--- config.mk ---
export PLATFORM = sky130hd
export DESIGN_NAME = i2s_receiver_flat
export DESIGN_NICKNAME = d
export VERILOG_FILES = /design/src/rtl/i2s_receiver_if.sv /design/src/rtl/i2s_receiver.sv /design/src/flat_wrapper.sv
export SDC_FILE = /design/constraint.sdc
export NUM_CORES = 1
export LEC_CHECK = 0
export CELL_PAD_IN_SITES_DETAIL_PLACEMENT = 1
export CELL_PAD_IN_SITES_GLOBAL_PLACEMENT = 1
export CORE_ASPECT_RATIO = 1.2
export CORE_UTILIZATION = 40
export DETAILED_ROUTE_END_ITERATION = 10
export GPL_TIMING_DRIVEN = 0
export PLACE_DENSITY = 0.79
export REMOVE_ABC_BUFFERS = 1
export SETUP_SLACK_MARGIN = 0.4
export SYNTH_ARGS = -nofsm -noshare
export SYNTH_HDL_FRONTEND = slang
export SYNTH_SLANG_ARGS = --single-unit
--- constraint.sdc ---
create_clock -name clk -period 2.4 [get_ports clk]
set_input_delay 0.36 -clock clk [delete_from_list [all_inputs] [get_ports clk]]
set_output_delay 0.36 -clock clk [all_outputs]
set_load 0.05 [all_outputs]
--- src/rtl/i2s_receiver_if.sv ---
// i2s_receiver_if: bus bundle between the I2S pin/enable side and the receiver.
//   sck, ws, sd   : I2S bit clock, word select (0=left, 1=right), serial data
//   rx_en         : receive enable from the ws-framing checker
//   data_left/right : last complete left/right word, DW bits, MSB-justified
//   valid_left/right: one-cycle update strobes (only with I2S_RX_VALID_EN)
// modport slave  = receiver side, modport master = driver/observer side.
interface i2s_receiver_if #(parameter int DW = 32);
   logic          sck;
   logic          ws;
   logic          sd;
   logic          rx_en;
   logic [DW-1:0] data_left;
   logic [DW-1:0] data_right;
`ifdef I2S_RX_VALID_EN
   logic          valid_left;
   logic          valid_right;

   modport master (output sck, ws, sd, rx_en,
                   input  data_left, data_right, valid_left, valid_right);
   modport slave  (input  sck, ws, sd, rx_en,
                   output data_left, data_right, valid_left, valid_right);
`else
   modport master (output sck, ws, sd, rx_en,
                   input  data_left, data_right);
   modport slave  (input  sck, ws, sd, rx_en,
                   output data_left, data_right);
`endif
endinterface

--- src/rtl/i2s_receiver.sv ---
// i2s_receiver: Philips-format I2S receiver, oversampled in the clk domain.
// Deserialises MSB-first stereo words into data_left / data_right.
//   clk  : system clock (>= 2x sck), rising edge
//   rst  : synchronous active-high reset, priority over rx_en
//   bus  : i2s_receiver_if.slave (sck, ws, sd, rx_en in; data_left,
//          data_right out; valid_left/valid_right when enabled)
// Optional feature macro: I2S_RX_VALID_EN adds one-cycle valid strobes that
// coincide with each data register update.
module i2s_receiver #(
   parameter int DW = 32
) (
   input  logic          clk,
   input  logic          rst,
   i2s_receiver_if.slave bus
);

   typedef enum logic {UNSYNC, RUN} state_t;

   state_t        state_q, state_d;
   logic          sck_q1, sck_q2, ws_q1, sd_q1, ws_prev;
   logic [5:0]    cnt_q, cnt_d;
   logic [DW-1:0] shift_q, shift_d, merged;
   logic          sck_rise, wr_left, wr_right;

   // sck is sampled as data; falling edges are never used
   assign sck_rise = sck_q1 & ~sck_q2;

   always_comb begin
      state_d  = state_q;
      cnt_d    = cnt_q;
      shift_d  = shift_q;
      wr_left  = 1'b0;
      wr_right = 1'b0;
      // current bit merged at position DW-1-cnt; bits with cnt >= DW match
      // no position and fall away
      merged   = shift_q;
      for (int i = 0; i < DW; i++)
         if (cnt_q == 6'(DW-1-i)) merged[i] = sd_q1;

      if (!bus.rx_en) begin
         state_d = UNSYNC;
         cnt_d   = '0;
         shift_d = '0;
      end else if (sck_rise) begin
         case (state_q)
            UNSYNC: begin
               // ws fall: this bit closes a partial right word (discarded),
               // the next bit is the MSB of a complete left word
               if (ws_prev && !ws_q1) begin
                  state_d = RUN;
                  cnt_d   = '0;
                  shift_d = '0;
               end
            end
            RUN: begin
               if (ws_q1 != ws_prev) begin
                  // one-bit delay: this bit is the LSB of the ending word
                  wr_left  = ~ws_prev;
                  wr_right = ws_prev;
                  cnt_d    = '0;
                  shift_d  = '0;
               end else begin
                  shift_d = merged;
                  // saturate so an overlong word never wraps back into range
                  if (cnt_q != 6'h3f) cnt_d = cnt_q + 6'd1;
               end
            end
            default: state_d = UNSYNC;
         endcase
      end
   end

   always_ff @(posedge clk) begin
      if (rst) begin
         sck_q1         <= 1'b0;
         sck_q2         <= 1'b0;
         ws_q1          <= 1'b0;
         sd_q1          <= 1'b0;
         ws_prev        <= 1'b0;
         state_q        <= UNSYNC;
         cnt_q          <= '0;
         shift_q        <= '0;
         bus.data_left  <= '0;
         bus.data_right <= '0;
      end else begin
         sck_q1  <= bus.sck;
         sck_q2  <= sck_q1;
         ws_q1   <= bus.ws;
         sd_q1   <= bus.sd;
         // ws history tracks even while disabled so a re-enable can sync
         // on the very next ws fall
         if (sck_rise) ws_prev <= ws_q1;
         state_q <= state_d;
         cnt_q   <= cnt_d;
         shift_q <= shift_d;
         if (wr_left)  bus.data_left  <= merged;
         if (wr_right) bus.data_right <= merged;
      end
   end

`ifdef I2S_RX_VALID_EN
   always_ff @(posedge clk) begin
      if (rst) begin
         bus.valid_left  <= 1'b0;
         bus.valid_right <= 1'b0;
      end else begin
         bus.valid_left  <= wr_left;
         bus.valid_right <= wr_right;
      end
   end
`endif

endmodule

--- src/flat_wrapper.sv ---
// flat-port wrapper written by rule: the top's interface ports become plain ports
module i2s_receiver_flat 
#(
   parameter int DW = 32
)
  (clk, rst, bus_sck, bus_ws, bus_sd, bus_rx_en, bus_data_left, bus_data_right);
  i2s_receiver_if #(.DW(DW)) bus_i ();
  input  logic clk;
  input  logic rst;
  input wire logic [$bits(bus_i.sck)-1:0] bus_sck;
  input wire logic [$bits(bus_i.ws)-1:0] bus_ws;
  input wire logic [$bits(bus_i.sd)-1:0] bus_sd;
  input wire logic [$bits(bus_i.rx_en)-1:0] bus_rx_en;
  output wire logic [$bits(bus_i.data_left)-1:0] bus_data_left;
  output wire logic [$bits(bus_i.data_right)-1:0] bus_data_right;
  assign bus_i.sck = bus_sck;
  assign bus_i.ws = bus_ws;
  assign bus_i.sd = bus_sd;
  assign bus_i.rx_en = bus_rx_en;
  assign bus_data_left = bus_i.data_left;
  assign bus_data_right = bus_i.data_right;
  i2s_receiver #(.DW(DW)) u_core (.clk(clk), .rst(rst), .bus(bus_i));
endmodule
* After elaboration in Yosys (flattened, before gate mapping)
Cells that the tools add are included.
** Storage, ports and cells
- Memories kept :: 0
- Word-level logic and storage cells :: 106
- Input port bits :: 6
- Flip-flop bits (word level) :: 108
- Output and inout bits :: 64
- Memory bits (writable) :: 0
- Bits in read-only memories :: 0
- Bits in latches :: 0
** Operators by class
- Eq/ne operators :: 35
- Div/mod/pow operators :: 0
- Multiply operators :: 0
- Mux-type cells :: 49
- Add/sub/neg operators :: 1
- Bitwise gates (word level) :: 5
- Reductions and logical operators :: 6
- Magnitude comparators :: 0
- Shift-type cells :: 0
** Operators with widths (count)
- $eq 6x5->1 const B :: 16
- $mux 32 :: 2
- $pmux 32 s2 :: 1
- $eq 6x4->1 const B :: 8
- $mux 1 :: 42
- $eq 6x3->1 const B :: 4
- $mux 6 :: 3
- $eq 6x2->1 const B :: 2
- $pmux 6 s2 :: 1
- $add 6x1->6 const B :: 1
- $eq 6x1->1 const B :: 1
- $logic_not 6->1 :: 1
- $ne 6x6->1 const B :: 1
- $not 1->1 :: 4
- $ne 3x3->1 const B :: 1
- $reduce_and 3->1 :: 1
- $ne 2x1->1 const B :: 1
- $reduce_and 2->1 :: 1
- $reduce_or 2->1 :: 1
- $and 1x1->1 :: 1
- $logic_and 1x1->1 :: 1
- $logic_not 1->1 :: 1
- $ne 1x1->1 :: 1

* Longest topological paths before layout
- Depth after elaboration :: 5
- Depth in mapped cells :: 7
- Mapped depth without buffers :: 6

* Worst setup path before layout
OpenSTA, ideal clock, no wires.
- Kind :: register -> register
- Start :: register u_core.cnt_q[0]
- End :: register u_core.cnt_q[5]
- Path buffers :: 1
- Library setup time :: 0.070 ns
- Clock period less this slack :: 1.615 ns
- Data required time :: 2.330 ns
- Cell stages (with the launch flop) :: 7
- Slack :: 0.785 ns
- Arrival time :: 1.545 ns
- Cell sequence :: dfxtp_1 ha_1 clkbuf_1 nand3_1 o211ai_2 or4_1 a21oi_1
** On the way
- Word-level cells in the longest chain between the ends :: 4
- Elaborated cells on any way between the ends :: 7
- Classes of those cells :: 1 x add/sub; 2 x eq/ne; 3 x mux; 1 x reduce/logical
** Ends and longest elaborated chain
- from (decl) :: RTL line i2s_receiver.sv:21 : logic [5:0] cnt_q, cnt_d;
- from (signal assigned) :: RTL line i2s_receiver.sv:94 : cnt_q <= cnt_d;
- $add 6x1->6 :: RTL line i2s_receiver.sv:65 : if (cnt_q != 6'h3f) cnt_d = cnt_q + 6'd1;
- $mux 6 :: RTL line i2s_receiver.sv:65
- $mux 6 :: RTL line i2s_receiver.sv:56 : if (ws_q1 != ws_prev) begin
- $pmux 6 s2 :: RTL line i2s_receiver.sv:45 : case (state_q)
Several ways; a longest one is shown, not always the timed one. The select of a mux whose other input is x is not followed.
A chain may end at the register's enable or synchronous reset.

* Worst setup path in the final report
- Start :: register u_core.sck_q1
- End :: register u_core.bus.data_right[20]
** On the way
- Word-level cells in the longest chain between the ends :: 3
** Ends and longest elaborated chain
- from (decl) :: RTL line i2s_receiver.sv:20 : logic sck_q1, sck_q2, ws_q1, sd_q1, ws_prev;
- from (signal assigned) :: RTL line i2s_receiver.sv:86 : sck_q1 <= bus.sck;
- $and 1x1->1 :: RTL line i2s_receiver.sv:26 : assign sck_rise = sck_q1 & ~sck_q2;
- $mux 1 :: RTL line i2s_receiver.sv:44 : end else if (sck_rise) begin
- $mux 1 :: RTL line i2s_receiver.sv:40 : if (!bus.rx_en) begin
- to (signal assigned) :: RTL line i2s_receiver.sv:97 : if (wr_right) bus.data_right <= merged;
- to (decl) :: RTL line i2s_receiver_if.sv:26 : output data_left, data_right);
Every way passes these cells.

==> flow_summary.ini <==
[run_status]
status = finished clean

[layout]
final_util_pct = 51.74
antennaDiodeCount = 0
final_layout_size_suffix_gt1_share_pct = 9.316
fin_area_um2 = 5441
area_growth_pct = 26.06
num-nets-final = 533

[synthesis]
async_flop_share_pct = 0
syn_avg_cell_area_um2 = 9.204
synthCells = 469
yosysWarnings = 0
synth_ff_type = dfxtp_1
synth_area_um2 = 4317
synth_edf_count = 0
yosys.cell_types.count = 34
netlist_top_cells_area = dfxtp_1 (50%), a211oi_1 (10%), mux2i_1 (7.4%)
netlist.area_leader.share_pct = 50.09
ys_seq_area_share_pct = 50.09
yosys.area.top_type = dfxtp_1
synth_seq_cells = 108

[power_and_ir_drop]
p_leak_nw = 1.890
p_per_area_nw_per_um2 = 622.2
switching_share_pct = 21.61
intPower_mw = 2.654
pwr-share-clk_pct = 44.6
ir_drop_v = 0.0004498
pwr-share-comb_pct = 2.1
switching_power_uw = 731.7
seq_power_share_pct = 53.3
total_power_mw = 3.386

[sta]
slew_viol_final = 0
period_minus_slack_ns = 1.928
max_freq_ghz = 0.5188
setup_viol = 0
rsz0062_at_grt = true
setup_slack_ns = 0.4724
hold_violations = 0
relSlewSlack_pct = 24.74
fin_skew_ns = 0.008963
tightest_slew_ns = 1.127
finalSetupTns_ns = 0
timing.final.crit_share_pct = 80.32

[worst_setup_path]
cp.required_ns = 2.65
r2r_cells = 5
reg2reg_from = u_core.sck_q1
rrSetupSlack_ns = 0.47
crit_type = reg2reg
crit_arrival_ns = 2.17
critPathCaptureType = flip-flop
cp-start-kind = flip-flop
worst-path-max-fanout = 33
r2r-end = u_core.bus.data_right[20]

[placed_design]
port_buffers = 69
dp_worst_setup_slack_ns = -0.3369
gp_congestion = 0.6895
post_dp_cell_area_um2 = 5050
post-dp-hpwl_um = 6999

[clock_tree]
clock-sinks = 108
clockBufferDepth = 2
htree_levels = 3
root_buffer = clkbuf_16
insertion_delay_ns = 0.35
cts_tree = done
hold_buffers = 0
cts_buffers = 9
clk_pin_slew_worst_paths_ns = 0.07

[detailed_routing]
drc = 0
first_pass_iters = 4
drt-wirelength-per-cell_um = 16.52
via_per_inst = 5.466
wl_um = 10820
drt_iter0_drc = 179
ant_nets = 0
num_vias = 3580

[min_path]
worstHoldPathType = reg2reg
hold-path-endpoint = u_core.shift_q[25]
hp-start = u_core.shift_q[25]
holdPathStages = 2

[global_route]
grt_usage_pct = 19.73
antenna_found_initial = 0
grt_pass1_wl_um = 17850
grt_overflow = 0
grt_max_degree = 38
grt_pass1_vias = 3562

[die]
die_w_um = 96.83
start_util_pct = 41.05
die_area_um2 = 11210
rows = 41
chipHeight_um = 115.8
io-pin-count = 70
core_um2 = 10520

[job]
maxCapViolCount = 0
placed cells by master (no fill, tap or decap), types with 3 or more instances in the layout:
master           Yosys  layout
a211oi_1            60      60
dfxtp_1            108     107
clkdlybuf4s50_1      0      68
nand4_1              3       4
nand3_1              6       6
buf_12               0       3
a211oi_2             5       5
o21ai_0             32      32
nor2_1              70      70
buf_4                9       4
o21ai_1              3       3
or3_1                3       3
ha_2                 0       3
inv_1                5       5
ha_1                 6       3
nand2_1             65      65
mux2i_1             32      31
a21oi_1              8       7
nor3b_4              0       4
clkbuf_16            0       9
nor2b_1              6       6
Yosys cell counts, types with 2 or more instances:
master and n:
inv_1 5, nor2_1 70, buf_2 12, clkbuf_1 15, and4bb_2 2, a21oi_1 8, mux2i_1 32, nor2b_1 6
and4_1 2, nand4_1 3, buf_4 9, o21ai_1 3, or3_1 3, dfxtp_1 108, o21ai_0 32, a211oi_1 60
a211oi_2 5, nor3b_2 4, nand3_1 6, nand2_1 65, ha_1 6
worst max-delay path by stage:
stage | start | to | slack (ns) | cells after the start
2_1_floorplan | u_core.sck_q1 | u_core.bus.data_right[10] | 0.08 | 4
3_3_place_gp | rst | u_core.shift_q[25] | -2.62 | 5
3_5_place_dp | bus_rx_en | u_core.shift_q[19] | -0.34 | 4
4_1_cts | u_core.cnt_q[0] | u_core.shift_q[19] | 0.40 | 6
5_1_grt | u_core.sck_q1 | u_core.bus.data_right[12] | 0.37 | 5
6_report | u_core.sck_q1 | u_core.bus.data_right[20] | 0.47 | 5
kinds of logic (layout without fill, tap and decap cells):
family                     count (synthesis)  count (layout)  synth area share [%]
DFF                                      108             108                 50.09
AOI/OAI and AO/OA                        111             111                 17.57
buffers and inverters                     42              98                 4.956
xor gates and xnor gates                   1               1                0.2029
adders and majority gates                  6               6                 1.739
and+or+nand+nor                          169             170                 18.03
muxes                                     32              32                 7.420
power groups by stage:
stage / Clock, mW / Sequential, mW / Combinational, mW
detailed placement: 0 / 1.85 / 0.0654
CTS: 1.53 / 1.80 / 0.0699
global placement: 0 / 1.85 / 0.0570
floorplan: 0 / 1.84 / 0.0228
global route: 1.60 / 1.81 / 0.0765
finish: 1.51 / 1.80 / 0.0707
critical path, stage by stage, from the launching register on:
cell,delay [ns]
dfxtp_1,0.33
nor2b_4,0.35
and4_4,0.54
buf_12,0.25
nor2_1,0.06
a211oi_1,0.26
final cells by class:
| cell class | count | area, µm² |
|---|---|---|
| inverters | 5 | 18.77 |
| flip-flops and latches | 108 | 2163 |
| clock buffers | 10 | 239.0 |
| multi-input cells | 320 | 2004 |
| repair buffers | 77 | 790.8 |
| clock inverters | 6 | 63.81 |
| fillers | 1176 | 5075 |
| well taps | 129 | 161.4 |
through the flow:
stage,std cells,hold WS [ns]
floorplan,432,0.4246
global placement,630,0.4335
detailed placement,634,0.4482
CTS,655,0.4588
global route,655,0.4817
finish,655,0.4558
flip-flops by register name, summed over array words and instances, names as in the netlist:
signal,count
u_core.sck_q2,1
u_core.cnt_q,6
u_core.ws_q1,1
u_core.bus.data_left,32
u_core.sd_q1,1
u_core.shift_q,32
u_core.bus.data_right,32
u_core.ws_prev,1
u_core.sck_q1,1
u_core.state_q,1
per-layer routing:
metal	track usage, %	wire, µm	part of all wire (%)
met1	23.65	4797	44
met5	0	0	0
met2	35.63	5526	51
met3	4.101	369	3.4
met4	6.070	128	1.2
repair_timing:
action	CTS	global route
pin swaps	2	1
gates resized for setup	6	7
endpoints found under the setup margin	66	20
buffers inserted	4	0
cloned	1	0
(Power assumes the default switching activity.)
